$ cat src/rtl/jbi_ncio_mto_ctl.sv
// ----------------------------------------------------------------------------
// jbi_ncio_mto_ctl
//
// Mondo timeout controller for the NCIO interrupt path.
//   * A programmable prescaler produces the shared timeout_wrap tick that
//     every per-entry mondo timeout slice uses as its time base.
//   * The timeout_err pulses coming back from the slices are collected here.
//     The first failing entry is logged and offered to the JBI error/CSR
//     logic through a vld/ack handshake.
//   * A sticky overflow flag records errors that were lost while an earlier
//     error was still pending.
//   * A saturating counter tracks how many errors were logged.
//
// Ports
//   clk                  JBI clock
//   rst                  asynchronous active-high reset
//   csr_mto_en_i         timeout enable from CSR
//   csr_mto_interval_i   wrap period minus 1, in clk cycles
//   timeout_wrap_o       1-cycle tick to all slices
//   slice_err_i          timeout_err from each slice
//   err_vld_o            a logged error is pending
//   err_id_o             index of the logged slice
//   err_ack_i            consumer accepts the logged error
//   err_ovf_o            sticky: an error was lost while one was pending
//   ovf_clr_i            clears err_ovf_o
//   err_cnt_o            saturating count of logged errors
// ----------------------------------------------------------------------------
module jbi_ncio_mto_ctl #(
    parameter int NUM_SLICES = 16,
    parameter int ID_WIDTH   = 4,
    parameter int CNT_WIDTH  = 20
) (
    input  logic                  clk,
    input  logic                  rst,
    input  logic                  csr_mto_en_i,
    input  logic [CNT_WIDTH-1:0]  csr_mto_interval_i,
    output logic                  timeout_wrap_o,
    input  logic [NUM_SLICES-1:0] slice_err_i,
    output logic                  err_vld_o,
    output logic [ID_WIDTH-1:0]   err_id_o,
    input  logic                  err_ack_i,
    output logic                  err_ovf_o,
    input  logic                  ovf_clr_i,
    output logic [7:0]            err_cnt_o
);

    typedef enum logic {
        IDLE = 1'b0,
        PEND = 1'b1
    } state_t;

    state_t                  state_q, state_d;
    logic [CNT_WIDTH-1:0]    cnt_q, cnt_d;
    logic                    wrap_q, wrap_d;
    logic [ID_WIDTH-1:0]     err_id_q, err_id_d;
    logic                    err_ovf_q, err_ovf_d;
    logic [7:0]              err_cnt_q, err_cnt_d;

    logic [ID_WIDTH-1:0]     low_id;
    logic [NUM_SLICES-1:0]   low_mask;
    logic [NUM_SLICES-1:0]   held_mask;

    // Prescaler next state. The compare is ">=" rather than "==" so that
    // lowering the interval below the running count wraps on the very next
    // cycle instead of running all the way round the counter.
    always_comb begin
        cnt_d  = '0;
        wrap_d = 1'b0;
        if (csr_mto_en_i) begin
            if (cnt_q >= csr_mto_interval_i) begin
                cnt_d  = '0;
                wrap_d = 1'b1;
            end else begin
                cnt_d  = cnt_q + CNT_WIDTH'(1);
            end
        end
    end

    // Priority encoder: lowest set slice_err bit wins. Scanning from the top
    // down lets the last assignment be the lowest index.
    always_comb begin
        low_id = '0;
        for (int i = NUM_SLICES - 1; i >= 0; i--) begin
            if (slice_err_i[i]) begin
                low_id = ID_WIDTH'(i);
            end
        end
    end

    // One-hot masks used to tell "other" error bits apart from the one that
    // is being captured now or is already held.
    assign low_mask  = NUM_SLICES'(1) << low_id;
    assign held_mask = NUM_SLICES'(1) << err_id_q;

    // Error FSM next state. A capture happens from IDLE, or from PEND in the
    // same cycle as the ack, so back-to-back errors see no bubble. Overflow
    // set takes priority over ovf_clr.
    always_comb begin
        logic ovf_set;
        state_d   = state_q;
        err_id_d  = err_id_q;
        err_cnt_d = err_cnt_q;
        ovf_set   = 1'b0;

        unique case (state_q)
            IDLE: begin
                if (slice_err_i != '0) begin
                    state_d  = PEND;
                    err_id_d = low_id;
                    if (err_cnt_q != 8'hFF) begin
                        err_cnt_d = err_cnt_q + 8'd1;
                    end
                    ovf_set = ((slice_err_i & ~low_mask) != '0);
                end
            end
            PEND: begin
                if (err_ack_i) begin
                    if (slice_err_i != '0) begin
                        err_id_d = low_id;
                        if (err_cnt_q != 8'hFF) begin
                            err_cnt_d = err_cnt_q + 8'd1;
                        end
                        ovf_set = ((slice_err_i & ~low_mask) != '0);
                    end else begin
                        state_d = IDLE;
                    end
                end else begin
                    ovf_set = ((slice_err_i & ~held_mask) != '0);
                end
            end
            default: begin
                state_d = IDLE;
            end
        endcase

        if (ovf_set) begin
            err_ovf_d = 1'b1;
        end else if (ovf_clr_i) begin
            err_ovf_d = 1'b0;
        end else begin
            err_ovf_d = err_ovf_q;
        end
    end

    // State register. Reset discards any pending error without needing an ack.
    always_ff @(posedge clk or posedge rst) begin
        if (rst) begin
            state_q   <= IDLE;
            cnt_q     <= '0;
            wrap_q    <= 1'b0;
            err_id_q  <= '0;
            err_ovf_q <= 1'b0;
            err_cnt_q <= '0;
        end else begin
            state_q   <= state_d;
            cnt_q     <= cnt_d;
            wrap_q    <= wrap_d;
            err_id_q  <= err_id_d;
            err_ovf_q <= err_ovf_d;
            err_cnt_q <= err_cnt_d;
        end
    end

    assign timeout_wrap_o = wrap_q;
    assign err_vld_o      = (state_q == PEND);
    assign err_id_o       = err_id_q;
    assign err_ovf_o      = err_ovf_q;
    assign err_cnt_o      = err_cnt_q;

endmodule

$ cat config.mk
export PLATFORM = sky130hd
export DESIGN_NAME = jbi_ncio_mto_ctl
export DESIGN_NICKNAME = d
export VERILOG_FILES = /design/src/rtl/jbi_ncio_mto_ctl.sv
export SDC_FILE = /design/constraint.sdc
export NUM_CORES = 1
export LEC_CHECK = 0
export CAP_MARGIN = 20
export CORE_UTILIZATION = 49
export CTS_CLUSTER_SIZE = 8
export DETAILED_ROUTE_END_ITERATION = 12
export DONT_BUFFER_PORTS = 1
export PLACE_DENSITY = 0.71
export SKIP_CTS_REPAIR_TIMING = 1
export SYNTH_ARGS = -nofsm -noshare
export SYNTH_HDL_FRONTEND = slang
export SYNTH_SLANG_ARGS = --single-unit
export TNS_END_PERCENT = 20
$ cat constraint.sdc
create_clock -name clk -period 2.74 [get_ports clk]
set_input_delay 0.548 -clock clk [delete_from_list [all_inputs] [get_ports clk]]
set_output_delay 0.548 -clock clk [all_outputs]
set_load 0.01 [all_outputs]
Yosys cells after proc, flatten, opt, wreduce, memory -nomap -nowiden
Index checks and enable logic that the tools add are counted.
{"block": "op_classes", "n_mux": 35, "order_cmp": 1, "n_reduce_logical": 4, "bitwise": 5, "shifts": 2, "eq_ne": 2, "n_addsub": 2}
{"operator": "4-bit two-way mux", "count": 18}
{"operator": "16-bit nonzero test", "count": 3}
{"operator": "20-bit two-way mux", "count": 2}
{"operator": "16-bit AND", "count": 2}
{"operator": "16-bit NOT", "count": 2}
{"operator": "1-bit by 4-bit left shift with 16-bit output, first input constant", "count": 2}
{"operator": "8-bit two-way mux", "count": 3}
{"operator": "20-bit by 1-bit adder with 20-bit output, second input constant", "count": 1}
{"operator": "20-bit greater-or-equal comparator", "count": 1}
{"operator": "8-bit one-hot mux with 2 select lines", "count": 1}
{"operator": "8-bit by 1-bit adder with 8-bit output, second input constant", "count": 1}
{"operator": "1-bit two-way mux", "count": 8}
{"operator": "8-bit inequality test, second input constant", "count": 1}
{"operator": "4-bit one-hot mux with 2 select lines", "count": 1}
{"operator": "1-bit one-hot mux with 2 select lines", "count": 2}
{"operator": "2-bit inequality test, second input constant", "count": 1}
{"operator": "2-bit nonzero test", "count": 1}
{"operator": "1-bit NOT", "count": 1}
{"block": "word_totals", "reg_bits": 35, "word_cells": 57, "input_bits": 41}

Depth between registers and ports, before layout
Gate-level depths: netlist (run 1).
{"block": "depth", "word_depth": 24, "ltp_mapped": 10, "mapped_depth_nobuf": 9}

Worst setup path after synthesis (run 1)
Ideal clock, no wire load.
{"block": "synth_path", "path_type": "input port to flip-flop", "start": "input slice_err_i[11]", "end": "register err_ovf_q, in the netlist err_ovf_o", "slack_ns": 0.082, "t_required_ns": 2.602, "setup_time_ns": 0.138, "t_arrival_ns": 2.519, "n_path_buf": 1, "stages": 8, "path_cell_list": "buf_6 > or4_4 > o21ai_2 > nand3_2 > a211o_1 > a222oi_1 > nand4_1 > or4_1"}
{"block": "synth_between", "elab_chain_cells": 20}
{"item": "from (decl)", "line": "38", "text": "input logic [NUM_SLICES-1:0] slice_err_i,"}
{"item": "4-bit two-way mux (12 in a row)", "line": "84", "text": "if (slice_err_i[i]) begin"}
{"item": "1-bit by 4-bit left shift with 16-bit output", "line": "92", "text": "assign low_mask = NUM_SLICES'(1) << low_id;"}
{"item": "16-bit NOT", "line": "113, 123"}
{"item": "16-bit AND", "line": "113, 123"}
{"item": "16-bit nonzero test", "line": "113, 123"}
{"item": "1-bit two-way mux", "line": "107, 118"}
{"item": "1-bit two-way mux", "line": "117", "text": "if (err_ack_i) begin"}
{"item": "1-bit one-hot mux with 2 select lines (*)", "line": "105", "text": "unique case (state_q)"}
{"item": "1-bit two-way mux or 2-bit nonzero test (tied branches)"}
{"item": "to (signal assigned)", "line": "159", "text": "err_ovf_q <= err_ovf_d;"}
{"item": "to (decl)", "line": "56", "text": "logic err_ovf_q, err_ovf_d;"}
Every way passes the cells marked *; elsewhere a longest branch is shown, timed or not.
A chain may end at the register's enable or synchronous reset.

Worst setup path after layout (run 1)
{"block": "layout_path", "start": "register err_id_q[0], in the netlist err_id_o[0]", "end": "register err_ovf_q, in the netlist err_ovf_o"}
{"block": "layout_between", "elab_chain_cells": 7}
{"item": "from (decl)", "line": "55", "text": "logic [ID_WIDTH-1:0] err_id_q, err_id_d;"}
{"item": "from (signal assigned)", "line": "158", "text": "err_id_q <= err_id_d;"}
{"item": "1-bit by 4-bit left shift with 16-bit output (*)", "line": "93", "text": "assign held_mask = NUM_SLICES'(1) << err_id_q;"}
{"item": "16-bit NOT (*)", "line": "128", "text": "ovf_set = ((slice_err_i & ~held_mask) != '0);"}
{"item": "16-bit AND (*)", "line": "128"}
{"item": "16-bit nonzero test (*)", "line": "128"}
{"item": "1-bit two-way mux (*)", "line": "117"}
{"item": "1-bit one-hot mux with 2 select lines (*)", "line": "105"}
{"item": "1-bit two-way mux or 2-bit nonzero test (tied branches)"}
Marked as above.

==> out/results.ini, run 1 <==
[run_status]
status = finished, final reports clean

[critical_path]
critical_path.max_fanout = 10
r2r-start = err_id_o[0]
endpoint = err_ovf_o
reg2reg_slack_ps = 290
worstPathCellList = inv_1 -> o31a_1 -> o32ai_1 -> o21ai_0 -> nor4_1 -> o22ai_1 -> or4_1
crit_type = reg -> reg
critPathSlowestCell = dfrtp_1
slowest_delay_ps = 580
cp_data_arrival_time_ps = 2600
critical_path.startpoint = err_id_o[0]
reg2reg_to = err_ovf_o
r2r_cells = 7
cp.depth = 7
end_kind = flip-flop
start_kind = flip-flop
required_ps = 2900
crit_family = simple AND/OR/NAND/NOR gates
cp_num_buf_inv = 1

[timing]
fmax_ghz = 0.409
whs_ps = 225
min_period_over_period_pct = 89.3
setup_violations = 0
hold_viol_final = 0
setup_ws_ps = 294
drv_slew = 0
setup_tns_ps = 0
fin_crit_ps = 2450
relSlewSlack_pct = 57.0
finClkSkew_ps = 7.88
grt_setup_unrepaired = false
worstMarginPinSlew_ps = 642

[route]
drc = 0
num_vias = 2360
ant_nets = 0
wirelength_mm = 6.13
vias_per_cell = 5.96
wl_per_cell_um = 15.5
firstDrtPassIters = 5
drtIter0Drc = 186

[logic_synthesis]
synthesis.area_per_instance_um2 = 8.46
synth_seq_area_share_pct = 32.2
ys_dominant_reg_cell = dfrtp_1
synth_nets = 385
synth-seq-cells = 35
synth_cells = 322
synthArstFlopShare_pct = 100
synth-edff-count = 0
synth.distinct_cells = 60
ys_warn_count = 0
synth_area_mm2 = 0.00272

[global_routing]
use_met2_pct = 33.6
grt_pass1_vias = 2208
grt_use_total_pct = 21.9
grt_max_degree = 36
grt_pass1_wl_mm = 10.3
grt.busiest_layer = met2
grt_util_met1_pct = 29.6
met3_usage_pct = 5.99
overflow = 0
antenna_found_initial = 0

[placed_design]
portBuffers = 0
dp_hpwl_mm = 4.63
gp_congestion = 0.906
preCtsSetupSlack_ps = 117

[power_and_ir_drop]
power_w = 0.00139
ir_worst_vdd_mv = 0.572
power_density_mw_per_mm2 = 478
p_leak_nw = 1.37

[cts]
clk_path_buf_depth = 2
cts_tree = built
clk_latency_ps = 290
cts_root_buf = clkbuf_8
cts_sinks = 35
cts_buffers = 5
ctsHtreeMaxLevel = 2
path_clk_slew_ps = 80

[finish]
area_growth_pct = 7.17
final_common_cell = dfrtp_1
nFillCells = 494
nets = 388
diodes = 0
final_util_pct = 55.7
drive_above_1_share_pct = 8.28
layout_common_cells = dfrtp_1, a21oi_1, inv_1, nor2_1, ha_1

[die]
rows = 26
die_area_mm2 = 0.00586
die_h_um = 76.6
io_pins = 56
core_area_mm2 = 0.00524
die_w_um = 76.6
start_util_pct = 52.0

[hold_path]
worstHoldPathType = in -> async

[flow_run]
maxCapViolations = 0

[flip-flops by register name, indices dropped and copies added, names as in the netlist]
signal / cells
cnt_q: 20
err_id_o: 4
err_cnt_o: 8
err_ovf_o: 1
timeout_wrap_o: 1
err_vld_o: 1
[stage by stage]
stage          std cells  cell area [µm²]
6_report             396             2920
5_1_grt              396             2920
4_1_cts              396             2920
3_5_place_dp         388             2830
3_3_place_gp         388             2830
2_1_floorplan        322             2720
[report_power, final]
| group | switching, W | leakage (nW) | internal [W] | total, W |
|---|---|---|---|---|
| logic | 0.000139 | 0.873 | 0.000143 | 0.000283 |
| registers | 0.000131 | 0.457 | 0.000594 | 0.000724 |
| clock network | 0.000206 | 0.0408 | 0.000182 | 0.000387 |
[synth_stat cells (2+ instances only)]
cell type  count  area, µm²
a211oi_1       2       15.0
a21o_1         7       52.6
a21oi_1       31        155
a221oi_1       3       26.3
a32oi_1        2       17.5
and2_1         2       12.5
and3_1        10       62.6
clkbuf_1      13       48.8
dfrtp_1       35        876
ha_1          22        275
inv_1         29        109
nand2_1       19       71.3
nand2b_1       6       37.5
nand3_1       10       50.1
nand4_1       10       62.6
nor2_1        23       86.3
nor2b_1        3       18.8
nor3_1         3       15.0
nor4_1         7       43.8
nor4b_1        2       17.5
o21ai_0       10       50.1
o22ai_1        3       18.8
o31ai_1        3       22.5
o32ai_1        2       17.5
o41ai_1        2       17.5
or2_2          2       12.5
or3_1          3       18.8
or4_1          3       22.5
xnor2_1       12        105
xor2_1        13        114
[routing by layer]
| metal | up-vias | part of all wire [%] |
|---|---|---|
| li1 | 1169 | - |
| met3 | 10 | 7.1 |
| met2 | 75 | 44 |
| met5 | - | 0 |
| met4 | 0 | 1.2 |
| met1 | 1106 | 47 |
[how the worst min path moves through the flow]
stage                   from           end  slack (ps)  depth (start not counted)
global placement    cnt_q[0]      cnt_q[0]         500                          1
global route             rst  err_cnt_o[3]         270                          2
CTS                      rst  err_cnt_o[3]         240                          2
finish                   rst  err_cnt_o[3]         230                          2
detailed placement  cnt_q[0]      cnt_q[0]         500                          1
floorplan           cnt_q[0]      cnt_q[0]         460                          1
[cell type report]
class	instances	area, µm²	share of cell area (%)
clock buffers	5	68.8	2.36
clock inverters	3	23.8	0.814
inverters	30	113	3.86
multi-input cells	243	1680	57.4
flip-flops and latches	35	876	30.0
well taps	70	87.6	3.00
repair buffers	10	75.1	2.57
[cell families (layout without fill, tap and decap cells)]
family	Yosys count	after routing	share of synthesized area, %
and+or+nand+nor	111	111	22.2
AOI/OAI and AO/OA	84	84	20.8
buffers and inverters	44	48	6.34
DFF	35	35	32.2
xor gates and xnor gates	25	25	8.04
adders and majority gates	22	22	10.1
muxes	1	1	0.413
No activity file was read; power rests on OpenSTA's default activity.
==> inputs of run 2 (changes only) <==
PLACE_DENSITY = 0.73   (was 0.71)
RECOVER_POWER = 50   (was not set)
SKIP_LAST_GASP = 1   (was not set)
clock period = 2 ns   (was 2.74 ns; I/O delays follow)
==> run 2 against run 1 <==
Compared with the run above:
- worst hold slack improved by 29 ps
- largest cell class unchanged
- design area rose by 17%
- combinational power rose by 94%
- clock-buffer cell count rose by 1
- wire length rose by 18%
- flip-flop and latch count did not move
- sequential power rose by 35%
- the run now ends with setup timing left
- critical path depth did not move
- via count rose by 9.7%
- utilization rose by 9.2 points
- sequential share of layout area fell by 4.2 points
- largest power group unchanged
==> out/results.ini, run 2 (same netlist as run 1, synthesis figures left out) <==
[run_status]
status = complete, but fails checks
violations = setup timing

[cts]
cts_buffers = 5
clk_latency_ps = 280
ctsHtreeMaxLevel = 2
cts_sinks = 35
cts_root_buf = clkbuf_8
path_clk_slew_ps = 70
clk_path_buf_depth = 2
cts_tree = built

[critical_path]
worstPathCellList = or4_4 -> o2111a_1 -> o21ba_4 -> a22oi_1 -> a222oi_1 -> nand4_1 -> or4_1
start_kind = primary input
end_kind = flip-flop
critPathSlowestCell = or4_4
crit_family = simple AND/OR/NAND/NOR gates
reg2reg_slack_ps = -210
required_ps = 2150
cp_num_buf_inv = 0
critical_path.max_fanout = 5
cp_data_arrival_time_ps = 2390
slowest_delay_ps = 540
crit_type = in -> reg

[power_and_ir_drop]
p_leak_nw = 1.63
ir_worst_vdd_mv = 0.689
power_density_mw_per_mm2 = 627

[hold_path]
worstHoldPathType = in -> async

[route]
wirelength_mm = 7.22
wl_per_cell_um = 16.5
firstDrtPassIters = 4
num_vias = 2589
ant_nets = 0
drc = 0
vias_per_cell = 5.90
drtIter0Drc = 149

[finish]
nets = 432
largest_register = cnt_q
drive_above_1_share_pct = 23.3
final_util_pct = 64.9
nFillCells = 430
diodes = 0
seqCellArea_um2 = 877
multiInputGateArea_mm2 = 0.00178
area_growth_pct = 24.9
layout_common_cells = buf_4, dfrtp_1, inv_1, a21oi_1, nor2_1
final_common_cell = buf_4
largest_reg_flops = 20
stdcell_count = 439

[die]
start_util_pct = 52.0
rows = 26
io_pins = 56
die_w_um = 76.6
die_area_mm2 = 0.00586
die_h_um = 76.6
core_area_mm2 = 0.00524

[global_routing]
grt_use_total_pct = 23.4
antenna_found_initial = 0
grt_pass1_vias = 2419
grt_max_degree = 36
overflow = 0
grt_pass1_wl_mm = 11.2

[placed_design]
gp_congestion = 0.893
preCtsSetupSlack_ps = -385
dp_hpwl_mm = 5.22
portBuffers = 0
placedCellCount = 427

[timing]
setup_violations = 22
drv_slew = 0
grt_setup_unrepaired = true
hold_viol_final = 0
min_period_over_period_pct = 112
setup_ws_ps = -245
worstMarginPinSlew_ps = 854
finClkSkew_ps = 3.62
whs_ps = 254
relSlewSlack_pct = 43.1
fin_crit_ps = 2240
fmax_ghz = 0.445

[flow_run]
maxCapViolations = 0

-- run 2: per-stage QoR --
| stage | power (W) | area (µm²) | TNS, ps |
|---|---|---|---|
| after floorplan | 0.00131 | 2760 | -884 |
| after global placement | 0.00147 | 3150 | -1800 |
| after detailed placement | 0.00150 | 3150 | -2790 |
| after CTS | 0.00210 | 3250 | -2040 |
| after global routing | 0.00225 | 3400 | -2600 |
| final | 0.00213 | 3400 | -1670 |
-- run 2: final cells by class --
type / instances / area share (%)
multi-input combinational: 243 / 52.4
sequential: 35 / 25.8
timing repair buffer: 54 / 13.0
inverter: 30 / 3.31
tap: 70 / 2.58
clock buffer: 6 / 2.13
clock inverter: 1 / 0.883
-- run 2: path summary, 6_finish.rpt --
check	cells after the start	from	endpoint
worst max register to register	7	err_id_o[0]	err_ovf_o
worst min register to register	2	cnt_q[0]	cnt_q[0]
worst min-delay path	2	rst	err_cnt_o[4]
worst max-delay path	7	slice_err_i[8]	err_ovf_o
max in group asynchronous	2	rst	err_id_o[0]
min in group clk	2	csr_mto_en_i	timeout_wrap_o
-- run 2: where the power goes --
part           internal [W]  switching [W]  total [W]
Combinational      0.000292       0.000258   0.000549
Sequential         0.000815       0.000160   0.000975
Clock              0.000365       0.000242   0.000607
Total               0.00147       0.000659    0.00213
-- run 2: worst register-to-register path, cell delays in order (launching register included) --
cell     delay [ps]
dfrtp_2         450
or4_1           530
a21oi_1         140
o22ai_1          80
nor4_1          260
buf_4           160
o22ai_1          50
or4_1           410
-- run 2: per-layer routing --
metal / vias to the layer above / track usage [%] / part of all wire (%)
met3: 9 / 5.15 / 6.1
met5: - / 0 / 0
met1: 1253 / 32.1 / 45
met2: 68 / 38.1 / 49
li1: 1259 / - / -
met4: 0 / 4.42 / 0.69
